**src/rtl/pheap_pq_arbiter_if.sv**
```systemverilog
// Device-side bus of one pheap_pq instance. The arbiter drives it as master,
// and the priority queue answers as slave.
interface pheap_pq_arbiter_if #(
    parameter int KVW = 16
);
    logic           enq;
    logic           deq;
    logic [KVW-1:0] kvi;
    logic [KVW-1:0] kvo;
    logic           full;
    logic           empty;
    logic           busy;

    modport master (output enq, deq, kvi, input kvo, full, empty, busy);
    modport slave  (input enq, deq, kvi, output kvo, full, empty, busy);
endinterface

```
**src/rtl/pheap_pq_arbiter.sv**
```systemverilog
// Round-robin arbiter that shares one pheap_pq among NREQ requesters. It issues one
// gated operation at a time and returns the removed head to the requester that issued the dequeue.
module pheap_pq_arbiter #(
    parameter int             NREQ     = 4,
    parameter int             GAP      = 2,
    parameter int             KVW      = 16,
    parameter logic [KVW-1:0] KV_EMPTY = '1
) (
    input  logic                      clk,
    input  logic                      rst,
    input  logic [NREQ-1:0]           req_enq,
    input  logic [NREQ-1:0]           req_deq,
    input  logic [NREQ-1:0][KVW-1:0]  req_kvi,
    output logic [NREQ-1:0]           req_ack,
    output logic [NREQ-1:0]           rsp_valid,
    output logic [KVW-1:0]            rsp_kvo,
    output logic [15:0]               stall_cnt,
    pheap_pq_arbiter_if.master        pq
);
    localparam int RW = (NREQ > 1) ? $clog2(NREQ) : 1;
    localparam int CW = (GAP > 0) ? $clog2(GAP + 1) : 1;

    typedef enum logic [1:0] {IDLE, HOLD, WAIT} state_t;

    state_t          state, stateNext;
    logic [RW-1:0]   rr, rrNext;
    logic [CW-1:0]   holdCnt, holdCntNext;
    logic [NREQ-1:0] ackNext, validNext;
    logic [KVW-1:0]  rspKvoNext, pqKviNext;
    logic            pqEnqNext, pqDeqNext;
    logic [15:0]     stallNext;

    logic [NREQ-1:0] eligible;
    logic [NREQ-1:0] pending;
    logic            found;
    logic [RW-1:0]   winner;
    logic [RW-1:0]   cand;

    // Any request that removes the head (plain deq or replace) needs a non-empty queue.
    always_comb begin
        for (int i = 0; i < NREQ; i++) begin
            pending[i]  = req_enq[i] | req_deq[i];
            eligible[i] = req_deq[i] ? !pq.empty : (req_enq[i] & !pq.full);
        end
    end

    // First eligible requester at or after rr; ineligible ones are simply skipped.
    always_comb begin
        found  = 1'b0;
        winner = '0;
        cand   = '0;
        for (int k = 0; k < NREQ; k++) begin
            cand = RW'((int'(rr) + k) % NREQ);
            if (!found && eligible[cand]) begin
                found  = 1'b1;
                winner = cand;
            end
        end
    end

    always_comb begin
        stateNext   = state;
        rrNext      = rr;
        holdCntNext = holdCnt;
        ackNext     = '0;
        validNext   = '0;
        rspKvoNext  = KV_EMPTY;
        pqEnqNext   = 1'b0;
        pqDeqNext   = 1'b0;
        pqKviNext   = KV_EMPTY;
        stallNext   = stall_cnt;
        case (state)
            IDLE: begin
                if (!pq.busy && found) begin
                    pqEnqNext       = req_enq[winner];
                    pqDeqNext       = req_deq[winner];
                    pqKviNext       = req_kvi[winner];
                    ackNext[winner] = 1'b1;
                    if (req_deq[winner]) begin
                        validNext[winner] = 1'b1;
                        rspKvoNext        = pq.kvo;
                    end
                    rrNext      = RW'((int'(winner) + 1) % NREQ);
                    holdCntNext = CW'(GAP);
                    stateNext   = HOLD;
                end else if (|pending && stall_cnt != 16'hFFFF) begin
                    stallNext = stall_cnt + 16'd1;
                end
            end
            // Busy may rise a cycle after the issue, so it is not looked at until GAP has elapsed.
            HOLD: begin
                holdCntNext = holdCnt - CW'(1);
                if (holdCnt <= CW'(1)) begin
                    stateNext = WAIT;
                end
            end
            WAIT: begin
                if (!pq.busy) begin
                    stateNext = IDLE;
                end
            end
            default: stateNext = IDLE;
        endcase
    end

    always_ff @(posedge clk) begin
        if (rst) begin
            state     <= IDLE;
            rr        <= '0;
            holdCnt   <= '0;
            req_ack   <= '0;
            rsp_valid <= '0;
            rsp_kvo   <= KV_EMPTY;
            pq.enq    <= 1'b0;
            pq.deq    <= 1'b0;
            pq.kvi    <= KV_EMPTY;
            stall_cnt <= '0;
        end else begin
            state     <= stateNext;
            rr        <= rrNext;
            holdCnt   <= holdCntNext;
            req_ack   <= ackNext;
            rsp_valid <= validNext;
            rsp_kvo   <= rspKvoNext;
            pq.enq    <= pqEnqNext;
            pq.deq    <= pqDeqNext;
            pq.kvi    <= pqKviNext;
            stall_cnt <= stallNext;
        end
    end
endmodule

```
**src/flat_wrapper.sv**
```systemverilog
// flat-port wrapper written by rule: the top's interface ports become plain ports
module pheap_pq_arbiter_flat 
#(
    parameter int             NREQ     = 4,
    parameter int             GAP      = 2,
    parameter int             KVW      = 16,
    parameter logic [KVW-1:0] KV_EMPTY = '1
)
  (clk, rst, req_enq, req_deq, req_kvi, req_ack, rsp_valid, rsp_kvo, stall_cnt, pq_enq, pq_deq, pq_kvi, pq_kvo, pq_full, pq_empty, pq_busy);
  pheap_pq_arbiter_if #(.KVW(KVW)) pq_i ();
  input  logic clk;
  input  logic rst;
  input  logic [NREQ-1:0] req_enq;
  input  logic [NREQ-1:0] req_deq;
  input  logic [NREQ-1:0][KVW-1:0] req_kvi;
  output logic [NREQ-1:0] req_ack;
  output logic [NREQ-1:0] rsp_valid;
  output logic [KVW-1:0] rsp_kvo;
  output logic [15:0] stall_cnt;
  output wire logic [$bits(pq_i.enq)-1:0] pq_enq;
  output wire logic [$bits(pq_i.deq)-1:0] pq_deq;
  output wire logic [$bits(pq_i.kvi)-1:0] pq_kvi;
  input wire logic [$bits(pq_i.kvo)-1:0] pq_kvo;
  input wire logic [$bits(pq_i.full)-1:0] pq_full;
  input wire logic [$bits(pq_i.empty)-1:0] pq_empty;
  input wire logic [$bits(pq_i.busy)-1:0] pq_busy;
  assign pq_enq = pq_i.enq;
  assign pq_deq = pq_i.deq;
  assign pq_kvi = pq_i.kvi;
  assign pq_i.kvo = pq_kvo;
  assign pq_i.full = pq_full;
  assign pq_i.empty = pq_empty;
  assign pq_i.busy = pq_busy;
  pheap_pq_arbiter #(.NREQ(NREQ), .GAP(GAP), .KVW(KVW), .KV_EMPTY(KV_EMPTY)) u_core (.clk(clk), .rst(rst), .req_enq(req_enq), .req_deq(req_deq), .req_kvi(req_kvi), .req_ack(req_ack), .rsp_valid(rsp_valid), .rsp_kvo(rsp_kvo), .stall_cnt(stall_cnt), .pq(pq_i));
endmodule
```
**config.mk**
```make
export PLATFORM = sky130hd
export DESIGN_NAME = pheap_pq_arbiter_flat
export DESIGN_NICKNAME = d
export VERILOG_FILES = /design/src/rtl/pheap_pq_arbiter_if.sv /design/src/rtl/pheap_pq_arbiter.sv /design/src/flat_wrapper.sv
export SDC_FILE = /design/constraint.sdc
export NUM_CORES = 1
export LEC_CHECK = 0
export CORE_ASPECT_RATIO = 0.8
export CORE_MARGIN = 2
export CORE_UTILIZATION = 30
export CTS_BUF_LIST = sky130_fd_sc_hd__clkbuf_4 sky130_fd_sc_hd__clkbuf_8
export DETAILED_ROUTE_END_ITERATION = 6
export GPL_TIMING_DRIVEN = 0
export RECOVER_POWER = 25
export SLEW_MARGIN = 5
export SYNTH_ARGS = -nofsm -noshare
export SYNTH_HDL_FRONTEND = slang
export SYNTH_SLANG_ARGS = --single-unit
```
**constraint.sdc**
```tcl
create_clock -name clk -period 2.2 [get_ports clk]
set_input_delay 0.22 -clock clk [delete_from_list [all_inputs] [get_ports clk]]
set_output_delay 0.22 -clock clk [all_outputs]
set_load 0.01 [all_outputs]
```
After elaboration in Yosys (flattened, before gate mapping)
Cells that the tools add are included.
Widths: inputs -> output; s select.
Word-level totals
  word-level logic and storage cells: 95
  register bits: 64
  bits of input ports: 93
  output and inout bits: 58
Cells by class
  muxes and demuxes: 34
  order comparisons: 7
  bitwise logic cells: 11
  reductions and logical operators: 21
  eq/ne operators: 6
  add/subtract/negate cells: 6
Operator list (number)
  $bmux 16 s2: 1
  $add 16x1->16 const B: 1
  $mux 16: 1
  $mux 2: 8
  $ne 16x16->1 const B: 1
  $lt 2x3->1 const B: 5
  $mux 1: 15
  $bmux 1 s2: 6
  $reduce_or 4->1: 2
  $logic_and 1x1->1: 6
  $logic_not 1->1: 6
  $pmux 2 s3: 1
  $reduce_and 3->1: 2
  $add 2x1->2 const B: 2
  $add 2x2->2 const B: 2
  $and 1x1->1: 4
  $ne 2x1->1 const B: 2
  $or 1x1->1: 4
  $pmux 2 s2: 1
  $reduce_and 2->1: 2
  $not 1->1: 3
  $reduce_or 3->1: 1
  $demux 1 s2: 1
  $eq 2x1->1 const B: 1
  other kinds (7): 7

Logic depth before layout (Yosys ltp)
  depth in word-level cells: 19
  gate-level depth with buffers: 9

Least setup slack after synthesis
No wires, ideal clock.
  path type: input-to-reg
  start point: input pq_full
  end point: register u_core.rsp_valid[0]
  slack: 0.170 ns
  required time: 2.084 ns
  arrival: 1.914 ns
  buffers on the path: 1
  setup time: 0.116 ns
  cell stages on the path: 9
  path through: or3b_1 -> and4_4 -> o22a_4 -> nor2_8 -> inv_2 -> buf_2 -> ha_1 -> and2_1 -> and3_1
Between the ends
  cells in the longest elaborated chain, start to end: 19
  elaborated cells between the ends (all ways): 42
  classes of those cells: order compare (2); mux (24); bitwise (6); reduce/logical (10)
Ends and longest elaborated chain
  start: declaration: RTL line flat_wrapper.sv:24  | input wire logic [$bits(pq_i.full)-1:0] pq_full;
  $logic_not 1->1 (*): RTL line pheap_pq_arbiter.sv:43  | eligible[i] = req_deq[i] ? !pq.empty : (req_enq[i] & !pq.full);
  $and 1x1->1: RTL line pheap_pq_arbiter.sv:43
  $mux 1: RTL line pheap_pq_arbiter.sv:43
  $bmux 1 s2: RTL line pheap_pq_arbiter.sv:54  | if (!found && eligible[cand]) begin
  $mux 1 (implied by the code): RTL line pheap_pq_arbiter.sv:54
  $mux 1: RTL line pheap_pq_arbiter.sv:54
  $logic_not 1->1: RTL line pheap_pq_arbiter.sv:54
  $logic_and 1x1->1: RTL line pheap_pq_arbiter.sv:54
  (+3 left out)
  $mux 1: RTL line pheap_pq_arbiter.sv:54
  $logic_not 1->1: RTL line pheap_pq_arbiter.sv:54
  $logic_and 1x1->1: RTL line pheap_pq_arbiter.sv:54
  $mux 2: RTL line pheap_pq_arbiter.sv:54
  $lt 2x3->1 (implied by the code), or another cell as far along: RTL line pheap_pq_arbiter.sv:80  | validNext[winner] = 1'b1;
  $logic_and 1x1->1 (implied by the code) or $mux 1 (tied branches): RTL line pheap_pq_arbiter.sv:80, pheap_pq_arbiter.sv:79
  $mux 1 (implied by the code) or $not 1->1 (tied branches)
  $demux 1 s2 or $reduce_or 4->1 (tied branches)
  end signal: assignment: RTL line pheap_pq_arbiter.sv:123  | rsp_valid <= validNext;
  end: declaration: RTL line pheap_pq_arbiter.sv:15  | output logic [NREQ-1:0] rsp_valid,
Mark *: on every way between the ends. The rest lies on a longest branch, timed or not. The select of a mux whose other input is x is not followed.
A chain may end at the register's enable or synchronous reset.

Worst setup path in the final report
  start point: input req_enq[1]
  end point: register u_core.rsp_valid[2]
Between the ends
  cells in the longest elaborated chain, start to end: 18
  elaborated cells between the ends (all ways): 35
  classes of those cells: order compare (2); mux (21); bitwise (3); reduce/logical (9)
Ends and longest elaborated chain
  start: declaration: RTL line flat_wrapper.sv:13  | input logic [NREQ-1:0] req_enq;
  $and 1x1->1 (*): RTL line pheap_pq_arbiter.sv:43
  $mux 1 (*): RTL line pheap_pq_arbiter.sv:43
  $bmux 1 s2: RTL line pheap_pq_arbiter.sv:54
  $mux 1 (implied by the code): RTL line pheap_pq_arbiter.sv:54
  $mux 1: RTL line pheap_pq_arbiter.sv:54
  $logic_not 1->1: RTL line pheap_pq_arbiter.sv:54
  $logic_and 1x1->1: RTL line pheap_pq_arbiter.sv:54
  $mux 1: RTL line pheap_pq_arbiter.sv:54
  (+2 left out)
  $mux 1: RTL line pheap_pq_arbiter.sv:54
  $logic_not 1->1: RTL line pheap_pq_arbiter.sv:54
  $logic_and 1x1->1: RTL line pheap_pq_arbiter.sv:54
  $mux 2: RTL line pheap_pq_arbiter.sv:54
  $lt 2x3->1 (implied by the code), or another cell as far along: RTL line pheap_pq_arbiter.sv:80
  $logic_and 1x1->1 (implied by the code) or $mux 1 (tied branches): RTL line pheap_pq_arbiter.sv:80, pheap_pq_arbiter.sv:79
  $mux 1 (implied by the code) or $not 1->1 (tied branches)
  $demux 1 s2 or $reduce_or 4->1 (tied branches)
Marked as above.

==> results.sh <==
export IMPL_end_kind="register"
export IMPL_endpoint="u_core.rsp_valid[2]"
export IMPL_min_period_ns=2.13
export IMPL_grt_overflow=0
export IMPL_grt_pass1_vias=3029
export IMPL_worstPathCellList="clkdlybuf4s50_1, or3b_4, a31oi_2, o22a_4, nor2_8, buf_4, ha_1, and2_1, and3_1"
export IMPL_routed_wl_mm=9.68
export IMPL_ant_nets=0
export IMPL_synth_ff_latch_count=64
export IMPL_cap_violations=0
export IMPL_crit_slowest_cell="clkdlybuf4s50_1"
export IMPL_placedCellCount=614
export IMPL_regArea_mm2=0.00128
export IMPL_synth_largest_area_cell="dfxtp_1"
export IMPL_cts_sinks=64
export IMPL_initial_core_util=0.310
export IMPL_clock_latency_ns=0.34
export IMPL_fin_skew_ns=0.00864
export IMPL_first_iter_violations=125
export IMPL_boundaryPins=151
export IMPL_multi_input_area_mm2=0.00173
export IMPL_syn_nets=427
export IMPL_die_w_um=116
export IMPL_via_count=3081
export IMPL_fin_tns_setup_ns=0
export IMPL_synth_ff_type="dfxtp_1"
export IMPL_postSynthAreaPerCell_um2=9.21
export IMPL_die_h_um=93.7
export IMPL_syn_area_mm2=0.00302
export IMPL_synthCells=328
export IMPL_cts_max_level=3
export IMPL_gr_max_usage_layer="met2"
export IMPL_hold_class="in2reg"
export IMPL_yosysSeqAreaShare=0.424
export IMPL_root_buffer="clkbuf_8"
export IMPL_avgRoutedWirePerCell_um=15.1
export IMPL_dr_pass1_iters=5
export IMPL_synth_warnings=0
export IMPL_worst_pin_slew_ns=0.634
export IMPL_fmax_ghz=0.470
export IMPL_path_clk_slew_ns=0.08
export IMPL_rr_worst_depth=9
export IMPL_cts_tree="built"
export IMPL_path_class="in2reg"
export IMPL_crit_start="req_enq[1]"
export IMPL_fin_cells=641
export IMPL_setup_violations=0
export IMPL_synthTopCellsByArea="dfxtp_1 (42%), mux2i_1 (7.0%), nand2_1 (4.6%), a32oi_1 (4.3%), nand3_1 (4.1%)"
export IMPL_dieArea_mm2=0.0109
export IMPL_antenna_found_initial=0
export IMPL_status="completed"
export IMPL_grt_pass1_wl_mm=14.7
export IMPL_finalMaxSlewViolations=0
export IMPL_yosysUniqueCellTypes=53
export IMPL_hold_viol_final=0
export IMPL_use_met1=0.228
export IMPL_start_kind="primary input"
export IMPL_coreArea_mm2=0.00973
export IMPL_gp_congestion=0.815
export IMPL_relSlewSlack=0.574
export IMPL_area_delta_synth_final_pct=68.4
export IMPL_timing_rr_end="u_core.rsp_kvo[13]"
export IMPL_nets=599
export IMPL_cts_buffers=9
export IMPL_fillers=950
export IMPL_antenna_cells=0
export IMPL_drive_above_1_share=0.127
export IMPL_async_flop_share=0
export IMPL_viasPerCell=4.81
export IMPL_cp_max_fo=11
export IMPL_r2r_start="u_core.state[1]"
export IMPL_slowest_delay_ns=0.54
export IMPL_met2_usage=0.275
export IMPL_p_per_area_mw_per_mm2=592
export IMPL_p_total_w=0.00301
export IMPL_drc=0
export IMPL_io_buffers=150
export IMPL_reg2reg_setup_slack_ns=0.21
export IMPL_max_vdd_ir_drop_mv=0.325
export IMPL_grt_max_degree=18
export IMPL_grtUsageTotal=0.175
export IMPL_min_period_over_period=0.966
export IMPL_hpwlAfterDp_mm=7.31
export IMPL_cts_max_path_buffers=2
export IMPL_leakage_nw=1.95
export IMPL_arrival_ns=2.37
export IMPL_synth_edf_count=0
export IMPL_rows=32
export IMPL_synth_top_area_share=0.424
export IMPL_met3_usage=0.0497
export IMPL_cp_required_ns=2.44
[registers in the layout, indices dropped and copies added (netlist names)]
| signal | cells |
|---|---|
| u_core.rsp_valid | 4 |
| u_core.req_ack | 4 |
| u_core.rr | 2 |
| u_core.pq.enq | 1 |
| u_core.rsp_kvo | 16 |
| u_core.state | 2 |
| u_core.pq.deq | 1 |
| u_core.stall_cnt | 16 |
| u_core.holdCnt | 2 |
| u_core.pq.kvi | 16 |
[cells by family after synthesis]
kind of cell | after synthesis | share of synthesized area
and+or+nand+nor | 145 | 0.247
DFF | 64 | 0.424
AOI/OAI and AO/OA | 59 | 0.161
muxes | 23 | 0.0770
buffers and inverters | 19 | 0.0306
xor gates and xnor gates | 12 | 0.0348
adders and majority gates | 6 | 0.0249
[metrics by stage]
step                hold slack (ns)  cell area (µm²)  setup WS (ns)   util
global placement              0.472             4690         -0.571  0.482
finish                        0.369             5080         0.0741  0.523
global route                  0.363             5080       -0.00192  0.523
floorplan                     0.292             3020          0.170      -
CTS                           0.413             4940         0.0133  0.508
detailed placement            0.491             4690         -0.616  0.482
[cell usage in the layout (no fill, tap or decap), drive strengths merged, types with 7 or more instances in the layout]
cell type / netlist / layout
and2: 9 / 9
dfxtp: 64 / 64
dlygate4sd3: 0 / 30
nand2: 37 / 37
a32oi: 15 / 15
a21oi: 7 / 7
clkbuf: 4 / 12
mux2i: 21 / 21
nand3: 25 / 25
xor2: 12 / 12
clkdlybuf4s50: 0 / 115
nand2b: 7 / 7
nor3: 7 / 7
inv: 7 / 9
nor2: 33 / 33
buf: 8 / 20
o21bai: 12 / 12
and3: 7 / 7
[layer usage]
| metal | wire length, µm | up-vias |
|---|---|---|
| met1 | 4390 | 1440 |
| met5 | 0 | - |
| met2 | 4530 | 104 |
| met4 | 179 | 0 |
| li1 | - | 1522 |
| met3 | 580 | 15 |
[cells in the mapped netlist (3+ instances only)]
cell type   n
and2_1      9
inv_1       6
and3_1      7
buf_2       5
mux2i_1    21
xor2_1     12
nor3_1      6
clkbuf_1    4
o21bai_1   11
ha_1        6
nand2b_1    7
nor4_1      3
nor2_1     32
nand2_1    37
dfxtp_1    64
a32oi_1    15
a31oi_1     3
nand3_1    25
a21oi_1     6
o21ai_0     3
nand4_1     4
[where the power goes]
| part | internal [W] | leakage [nW] | switching (W) |
|---|---|---|---|
| logic | 0.000390 | 1.34 | 0.000333 |
| registers | 0.00121 | 0.521 | 0.0000315 |
| clock network | 0.000532 | 0.0925 | 0.000508 |
| total | 0.00214 | 1.95 | 0.000873 |
[worst min path at each step]
stage	startpoint	cells past startpoint	slack, ns	endpoint
after global routing	req_enq[3]	3	0.36	u_core.pq.enq
after floorplan	rst	1	0.29	u_core.holdCnt[0]
after detailed placement	u_core.state[1]	1	0.49	u_core.state[0]
final	req_enq[3]	3	0.37	u_core.pq.enq
after CTS	pq_kvo[14]	2	0.41	u_core.rsp_kvo[14]
after global placement	u_core.state[1]	1	0.47	u_core.state[0]
[worst max-delay path, delay by kind of cell]
| family | cells | cell delay (ns) |
|---|---|---|
| adder cells (fa/ha/maj) | 1 | 0.20 |
| buffers and inverters | 2 | 0.73 |
| AO/OA/AOI/OAI | 2 | 0.42 |
| AND/OR/NAND/NOR | 4 | 0.79 |
[layout make-up]
class / instances / area share
multi-input combinational: 245 / 0.341
timing repair buffer: 162 / 0.314
sequential: 64 / 0.252
tap: 136 / 0.0335
clock buffer: 9 / 0.0244
clock inverter: 7 / 0.0155
buffer: 11 / 0.0145
inverter: 7 / 0.00566
[timing repair]
item	CTS	global route
hold buffers	0	0
gates resized for setup	8	20
pin swaps	2	6
endpoints found under the setup margin	35	45
setup buffers	4	8
Note: power is estimated with default switching activity, not from simulation.
